**src/rtl/mult_hilo_unit.sv**
```systemverilog
`timescale 1ns/1ps
// mult_hilo_unit
// Multi-cycle unsigned multiply / multiply-accumulate unit holding the
// architectural HI/LO pair. Handles MULTU ({hi,lo} = a*b) and MADDU
// ({hi,lo} += a*b) with a radix-2 shift-add datapath, one multiplier bit per
// clock, so every operation takes exactly WIDTH cycles. The pipeline hazard
// logic stalls on busy; HI/LO only change on the final iteration, so readers
// never see a partial product.
module mult_hilo_unit #(
  parameter int WIDTH = 32
) (
  input  logic             clk,
  input  logic             rst,      // asynchronous, active-low
  input  logic             start,
  input  logic             acc,
  input  logic             flush,
  input  logic [WIDTH-1:0] src_a,
  input  logic [WIDTH-1:0] src_b,
  output logic             busy,
  output logic             done,
  output logic [WIDTH-1:0] hi,
  output logic [WIDTH-1:0] lo
);

  localparam int PW    = 2 * WIDTH;
  localparam int CNT_W = (WIDTH > 1) ? $clog2(WIDTH) : 1;

  localparam logic [CNT_W-1:0] CNT_LAST = CNT_W'(WIDTH - 1);
  localparam logic [CNT_W-1:0] CNT_ONE  = CNT_W'(1);

  typedef enum logic {
    S_IDLE = 1'b0,
    S_RUN  = 1'b1
  } state_t;

  // One shift-add step: add the multiplicand when the current multiplier bit is set.
  function automatic logic [PW-1:0] shift_add_step(
    input logic [PW-1:0] partial,
    input logic [PW-1:0] mcand,
    input logic          mbit
  );
    shift_add_step = mbit ? (partial + mcand) : partial;
  endfunction

  // Final write-back value: plain product for MULTU, wrapped sum for MADDU.
  function automatic logic [PW-1:0] hilo_result(
    input logic [PW-1:0] hilo,
    input logic [PW-1:0] product,
    input logic          accumulate
  );
    hilo_result = accumulate ? (hilo + product) : product;
  endfunction

  state_t           state_q,   state_d;
  logic [PW-1:0]    mcand_q,   mcand_d;
  logic [WIDTH-1:0] mplier_q,  mplier_d;
  logic [PW-1:0]    partial_q, partial_d;
  logic [CNT_W-1:0] cnt_q,     cnt_d;
  logic             acc_q,     acc_d;
  logic [PW-1:0]    hilo_q,    hilo_d;
  logic             busy_q,    busy_d;
  logic             done_q,    done_d;
  logic [PW-1:0]    step_sum;

  // Next-state, datapath and registered-output computation.
  always_comb begin
    state_d   = state_q;
    mcand_d   = mcand_q;
    mplier_d  = mplier_q;
    partial_d = partial_q;
    cnt_d     = cnt_q;
    acc_d     = acc_q;
    hilo_d    = hilo_q;
    busy_d    = busy_q;
    done_d    = 1'b0;
    step_sum  = shift_add_step(partial_q, mcand_q, mplier_q[0]);

    case (state_q)
      S_IDLE: begin
        // flush squashes a simultaneous issue
        if (start && !flush) begin
          mcand_d   = {{WIDTH{1'b0}}, src_a};
          mplier_d  = src_b;
          partial_d = '0;
          cnt_d     = '0;
          acc_d     = acc;
          busy_d    = 1'b1;
          state_d   = S_RUN;
        end
      end

      S_RUN: begin
        if (flush) begin
          // abandon the operation; HI/LO keep their pre-issue values
          busy_d  = 1'b0;
          state_d = S_IDLE;
        end else begin
          partial_d = step_sum;
          mcand_d   = mcand_q << 1;
          mplier_d  = mplier_q >> 1;
          cnt_d     = cnt_q + CNT_ONE;
          if (cnt_q == CNT_LAST) begin
            hilo_d  = hilo_result(hilo_q, step_sum, acc_q);
            done_d  = 1'b1;
            busy_d  = 1'b0;
            state_d = S_IDLE;
          end
        end
      end

      default: begin
        busy_d  = 1'b0;
        state_d = S_IDLE;
      end
    endcase
  end

  // State and datapath registers; reset clears everything including HI/LO.
  always_ff @(posedge clk or negedge rst) begin
    if (!rst) begin
      state_q   <= S_IDLE;
      mcand_q   <= '0;
      mplier_q  <= '0;
      partial_q <= '0;
      cnt_q     <= '0;
      acc_q     <= 1'b0;
      hilo_q    <= '0;
      busy_q    <= 1'b0;
      done_q    <= 1'b0;
    end else begin
      state_q   <= state_d;
      mcand_q   <= mcand_d;
      mplier_q  <= mplier_d;
      partial_q <= partial_d;
      cnt_q     <= cnt_d;
      acc_q     <= acc_d;
      hilo_q    <= hilo_d;
      busy_q    <= busy_d;
      done_q    <= done_d;
    end
  end

  assign busy = busy_q;
  assign done = done_q;
  assign hi   = hilo_q[PW-1:WIDTH];
  assign lo   = hilo_q[WIDTH-1:0];

endmodule

```
**config.mk**
```make
export PLATFORM = sky130hd
export DESIGN_NAME = mult_hilo_unit
export DESIGN_NICKNAME = d
export VERILOG_FILES = /design/src/rtl/mult_hilo_unit.sv
export SDC_FILE = /design/constraint.sdc
export NUM_CORES = 1
export LEC_CHECK = 0
export CORE_MARGIN = 4
export CORE_UTILIZATION = 35
export CTS_CLUSTER_DIAMETER = 100
export CTS_CLUSTER_SIZE = 14
export DETAILED_ROUTE_END_ITERATION = 12
export SETUP_SLACK_MARGIN = 0.3
export SLEW_MARGIN = 30
export SYNTH_ARGS = -nofsm -noshare
export SYNTH_HDL_FRONTEND = slang
export SYNTH_SLANG_ARGS = --single-unit
```
**constraint.sdc**
```tcl
create_clock -name clk -period 11 [get_ports clk]
set_input_delay 1.1 -clock clk [delete_from_list [all_inputs] [get_ports clk]]
set_output_delay 1.1 -clock clk [all_outputs]
set_load 0.005 [all_outputs]
```
## Word level (Yosys, flattened, before mapping)

Index checks and enable logic that the tools add are counted.

| word-level totals | value |
|---|---|
| register bits | 233 |
| bits in latches | 0 |
| memory bits (writable) | 0 |
| ROM bits | 0 |
| input port bits | 69 |
| output and inout bits | 66 |
| word-level logic and storage cells | 49 |
| memories kept | 0 |

| operators by class | value |
|---|---|
| $add $sub $neg | 3 |
| $mul | 0 |
| div/mod/pow operators | 0 |
| order comparisons | 0 |
| eq/ne operators | 4 |
| shift-type cells | 0 |
| muxes and demuxes | 25 |
| bitwise logic cells | 2 |
| reduce and logical (&&, ||, !) cells | 6 |

Operator list:

| cell | count |
|---|---|
| 64-bit two-way mux | 6 |
| 64-bit one-hot mux with 2 select lines | 2 |
| 64-bit adder | 2 |
| 32-bit two-way mux | 2 |
| 32-bit one-hot mux with 2 select lines | 1 |
| 5-bit two-way mux | 2 |
| 5-bit one-hot mux with 2 select lines | 1 |
| 1-bit two-way mux | 9 |
| 2-bit AND reduction | 3 |
| 5-bit by 1-bit adder with 5-bit output (second input constant) | 1 |
| 5-bit == test (second input constant) | 1 |
| 2-bit inequality test (second input constant) | 2 |
| 1-bit one-hot mux with 2 select lines | 2 |
| 3-bit by 2-bit inequality test with 1-bit output (second input constant) | 1 |
| 3-bit AND reduction | 1 |
| 1-bit NOT | 2 |
| 1-bit logical AND | 1 |
| 1-bit logical NOT | 1 |

## Depth between registers and ports, before layout

| depth | value |
|---|---|
| depth in word-level cells | 4 |
| mapped depth | 27 |

## Worst setup path before layout

OpenSTA, ideal clock, no wires.

| timing path | value |
|---|---|
| path kind | reg-to-reg |
| from | register mcand_q[0] |
| to | register hilo_q[63] |
| arrival time | 5.171 ns |
| path slack | 5.696 ns |
| stages on the path, launching flop included | 28 |
| buffers on the path | 0 |
| period minus slack after synthesis | 5.304 ns |
| path through | dfrtp_1 > ha_1 > inv_1 > fa_1 > nand2b_1 > a21oi_2 > a21oi_1 > o31ai_2 > a31o_2 > a21oi_2 > o21a_1 > o31ai_1 > xor2_1 > mux2i_1 > inv_1 > ha_1 > nand2_1 > a21oi_1 > a21oi_1 > o21ai_0 > a211oi_1 > o21ai_2 > a211oi_2 > o21ai_2 > o22a_1 > mux2_4 > a32oi_1 > o211ai_1 |

| between the ends | value |
|---|---|
| word-level cells in the longest chain between the ends | 4 |

Ends and longest elaborated chain:

| what | line | RTL |
|---|---|---|
| from (decl) | 55 | `logic [PW-1:0] mcand_q, mcand_d;` |
| from (signal assigned) | 132 | `mcand_q <= mcand_d;` |
| 64-bit adder (*) | 42 | `shift_add_step = mbit ? (partial + mcand) : partial;` |
| 64-bit two-way mux (*) | 42 |  |
| 64-bit adder | 51 | `hilo_result = accumulate ? (hilo + product) : product;` |
| 64-bit two-way mux (*) | 51 |  |
| to (signal assigned) | 137 | `hilo_q <= hilo_d;` |
| to (decl) | 60 | `logic [PW-1:0] hilo_q, hilo_d;` |

Mark *: on every way between the ends. The rest lies on a longest branch, timed or not.
A chain may end at the register's enable or synchronous reset.

## Worst setup path in the final report

Same ends and word-level chain as after synthesis.

==> impl_results.md <==
* Fin crit period at 6.48 ns
* Top-area cell type share of the netlist area at 33.1%
* Vias in the first global route at 15,385
* Gpl congestion at 0.905
* Cts repair resizes at 0
* Number of post-CTS setup repair buffers at 0
* Initial antenna violation count at 1
* Share of cells above drive strength 1 at 3.81%
* Period utilisation layout at 58.9%
* Area grow syn2layout at 14.4%
* Power density over the cells at 123 nW/um^2
* DRC violations left at 0
* Starting DRT DRC Count at 907
* Die width at 232 um
* H-tree Lvls at 1
* Worst path required time at 11.41 ns
* HPWL Detailed at 39,400 um
* HP Class: in -> async
* Yosys top cell by area: dfrtp_1
* Post-synth EDFFs at 0
* Clk buf depth at 3
* # IOs at 135
* Die area at 54,000 sq um
* Fillcell total at 5,051
* Sink Count at 233
* Setup Skew at 0.0132 ns
* Vias post-DR at 15,437
* Number of max-cap violations at 0
* GRT Residual Overflow at 0
* Maximum clock frequency at 154 MHz
* CP Max Fanout at 6
* Final hold vios at 0
* Syn Inst Count at 2,090
* Port bufs at 134
* Lkg Pwr at 9.54 nW
* Most used routing layer: met2
* Post-layout util at 40.4%
* Hold slack at 0.399 ns
* Setup slack after layout at 4.52 ns
* Die Y at 232 um
* FF-to-FF setup slack at 4.52 ns
* Row count at 82
* Wire per inst at 18.5 um
* Via density at 5.46
* Max Slew Vio Count at 0
* Met2 Use GR at 33.0%
* Remaining antenna violation count after routing at 0
* Peak supply drop at 0.100 mV
* Total wire length at 52,300 um
* Top post-synthesis cells by area: dfrtp_1, ha_1, o21ai_0, nand2_1, mux2i_1
* Setup violations, final at 0
* M3 GR Usage at 2.26%
* First-pass iteration count of the detailed router at 5
* Clk Latency, worst-skew pair at 0.54 ns
* Crit Path Class: reg -> reg
* Status: finished clean
* Unrepaired setup endpoints after global routing: false
* Worst Setup Start Kind: flip-flop
* Worst stage delay on the critical path at 0.48 ns
* Yosys reg bits at 233
* Synth Flop Type: dfrtp_1
* CTS root buffer: clkbuf_16
* Cts hold-fix bufs at 0
* Ys Warns at 0
* Total GRT Usage at 19.0%
* Slew HR at 35.4%
* Sequential-to-total area share from yosys stat at 33.1%
* Critical Path Sink Type: flip-flop
* WP data arrival at 6.88 ns
* Pin count of the biggest net entering global routing at 105
* CTS tree: built
* Synthesized Nets at 2,298
* Mapped Area at 17,600 sq um
* Yosys cell types at 73
* First-pass GRT wire length at 83,900 um
* Avg Cell Area, Syn at 8.44 sq um
* Worst-path clk slew at 0.07 ns
* TritonCTS Buffers at 21
* Initial core utilization at 35.3%
* Core area at 50,000 sq um
* GRT met1 Usage at 24.6%
* Ys async rst share at 100%
* Fin nets at 2,356
* Worst-margin pin slew at 0.969 ns
* Pre-CTS setup slack at 4.61 ns
* Setup TNS at 0 ns
* Slowest cell on crit path: o31ai_1
## critical path: cells and delay by family, from the launching register on
family	cells	cell delay (ns)
compound gates	16	3.49
mux	2	0.58
xor+xnor	1	0.13
simple gates	3	0.58
fa+ha+maj	3	1.01
buf+inv	2	0.15
flops	1	0.38
## through the flow
step | instance area [sq um] | instances | power, W
finish | 20200 | 2826 | 0.00247
global route | 20200 | 2826 | 0.00264
CTS | 20100 | 2823 | 0.00251
detailed placement | 19600 | 2795 | 0.00179
global placement | 19500 | 2793 | 0.00178
floorplan | 17600 | 2090 | 0.00156
## final timing paths
path	from	to	cells past startpoint
min in group clk	mplier_q[21]	mplier_q[21]	2
worst min-delay path	rst	mcand_q[52]	1
worst max-delay path	mcand_q[0]	hilo_q[63]	27
worst max register to register	mcand_q[0]	hilo_q[63]	27
max in group asynchronous	rst	acc_q	4
worst min register to register	mplier_q[21]	mplier_q[21]	2
## area by class of cell
| cell class | count | area (sq um) | area share (%) |
|---|---|---|---|
| inverter | 89 | 334 | 1.66 |
| sequential | 233 | 5840 | 28.9 |
| tap | 672 | 841 | 4.17 |
| clock buffer | 25 | 551 | 2.73 |
| antenna | 1 | 2.50 | 0.0124 |
| clock inverter | 3 | 23.8 | 0.118 |
| timing repair buffer | 152 | 1550 | 7.66 |
| multi-input combinational | 1651 | 11000 | 54.7 |
## sequential cells by signal, indices dropped and copies added, names as in the netlist
| register | flops |
|---|---|
| acc_q | 1 |
| busy | 1 |
| cnt_q | 5 |
| done | 1 |
| hilo_q | 64 |
| mcand_q | 64 |
| mplier_q | 32 |
| partial_q | 64 |
| state_q | 1 |
## layout by cell type, fill, tap and decap left out, drive strengths merged, types with 4 or more instances in the layout
cell type / instances
nand2: 292
o21ai: 272
dfrtp: 233
a21oi: 169
ha: 137
clkdlybuf4s50: 133
mux2i: 108
nor2: 94
inv: 90
xnor2: 72
a21o: 66
a22o: 56
nand4: 45
xor2: 45
o21bai: 33
a31oi: 26
clkbuf: 25
buf: 19
o21a: 17
nor3: 16
a211oi: 16
nand2b: 15
nor2b: 15
nand3: 14
o31ai: 14
o211ai: 12
mux2: 12
and3: 10
a21boi: 9
a221oi: 8
a41oi: 6
and2: 5
or3: 5
or2: 5
nor4: 4
o311ai: 4
and4: 4
a22oi: 4
## metal layers
layer / routed length [um] / share of wire [%]
met1: 23100 / 44
met2: 25500 / 49
met3: 1710 / 3.3
met4: 1970 / 3.8
met5: 0 / 0
## synthesized netlist by cell type, drive strengths merged (5+ instances only)
library cell and instances:
a211oi 16, a21boi 9, a21o 66, a21oi 169, a221oi 8, a22o 56
a31oi 26, a41oi 6, and2 5, and3 10, buf 19, clkbuf 98
dfrtp 233, ha 137, inv 89, mux2 12, mux2i 108, nand2 292
nand2b 15, nand3 14, nand4 45, nor2 94, nor2b 15, nor3 16
o211ai 12, o21a 17, o21ai 272, o21bai 33, o31ai 14, or2 5
or3 5, xnor2 72, xor2 45
## kinds of logic (layout without fill, tap and decap cells)
group,after synthesis,after routing,share of synthesized area [%]
xor+xnor,117,117,5.81
mux,120,120,6.92
flops,233,233,33.1
buf+inv,206,269,4.41
fa+ha+maj,139,139,9.95
compound gates,741,741,26.4
other cells,0,1,0
simple gates,534,534,13.4
## report_power, final
group	internal (W)	switching, W
combinational	0.000300	0.000475
sequential	0.000927	0.0000744
clock	0.000353	0.000344
Note: power is estimated with default switching activity, not from simulation.
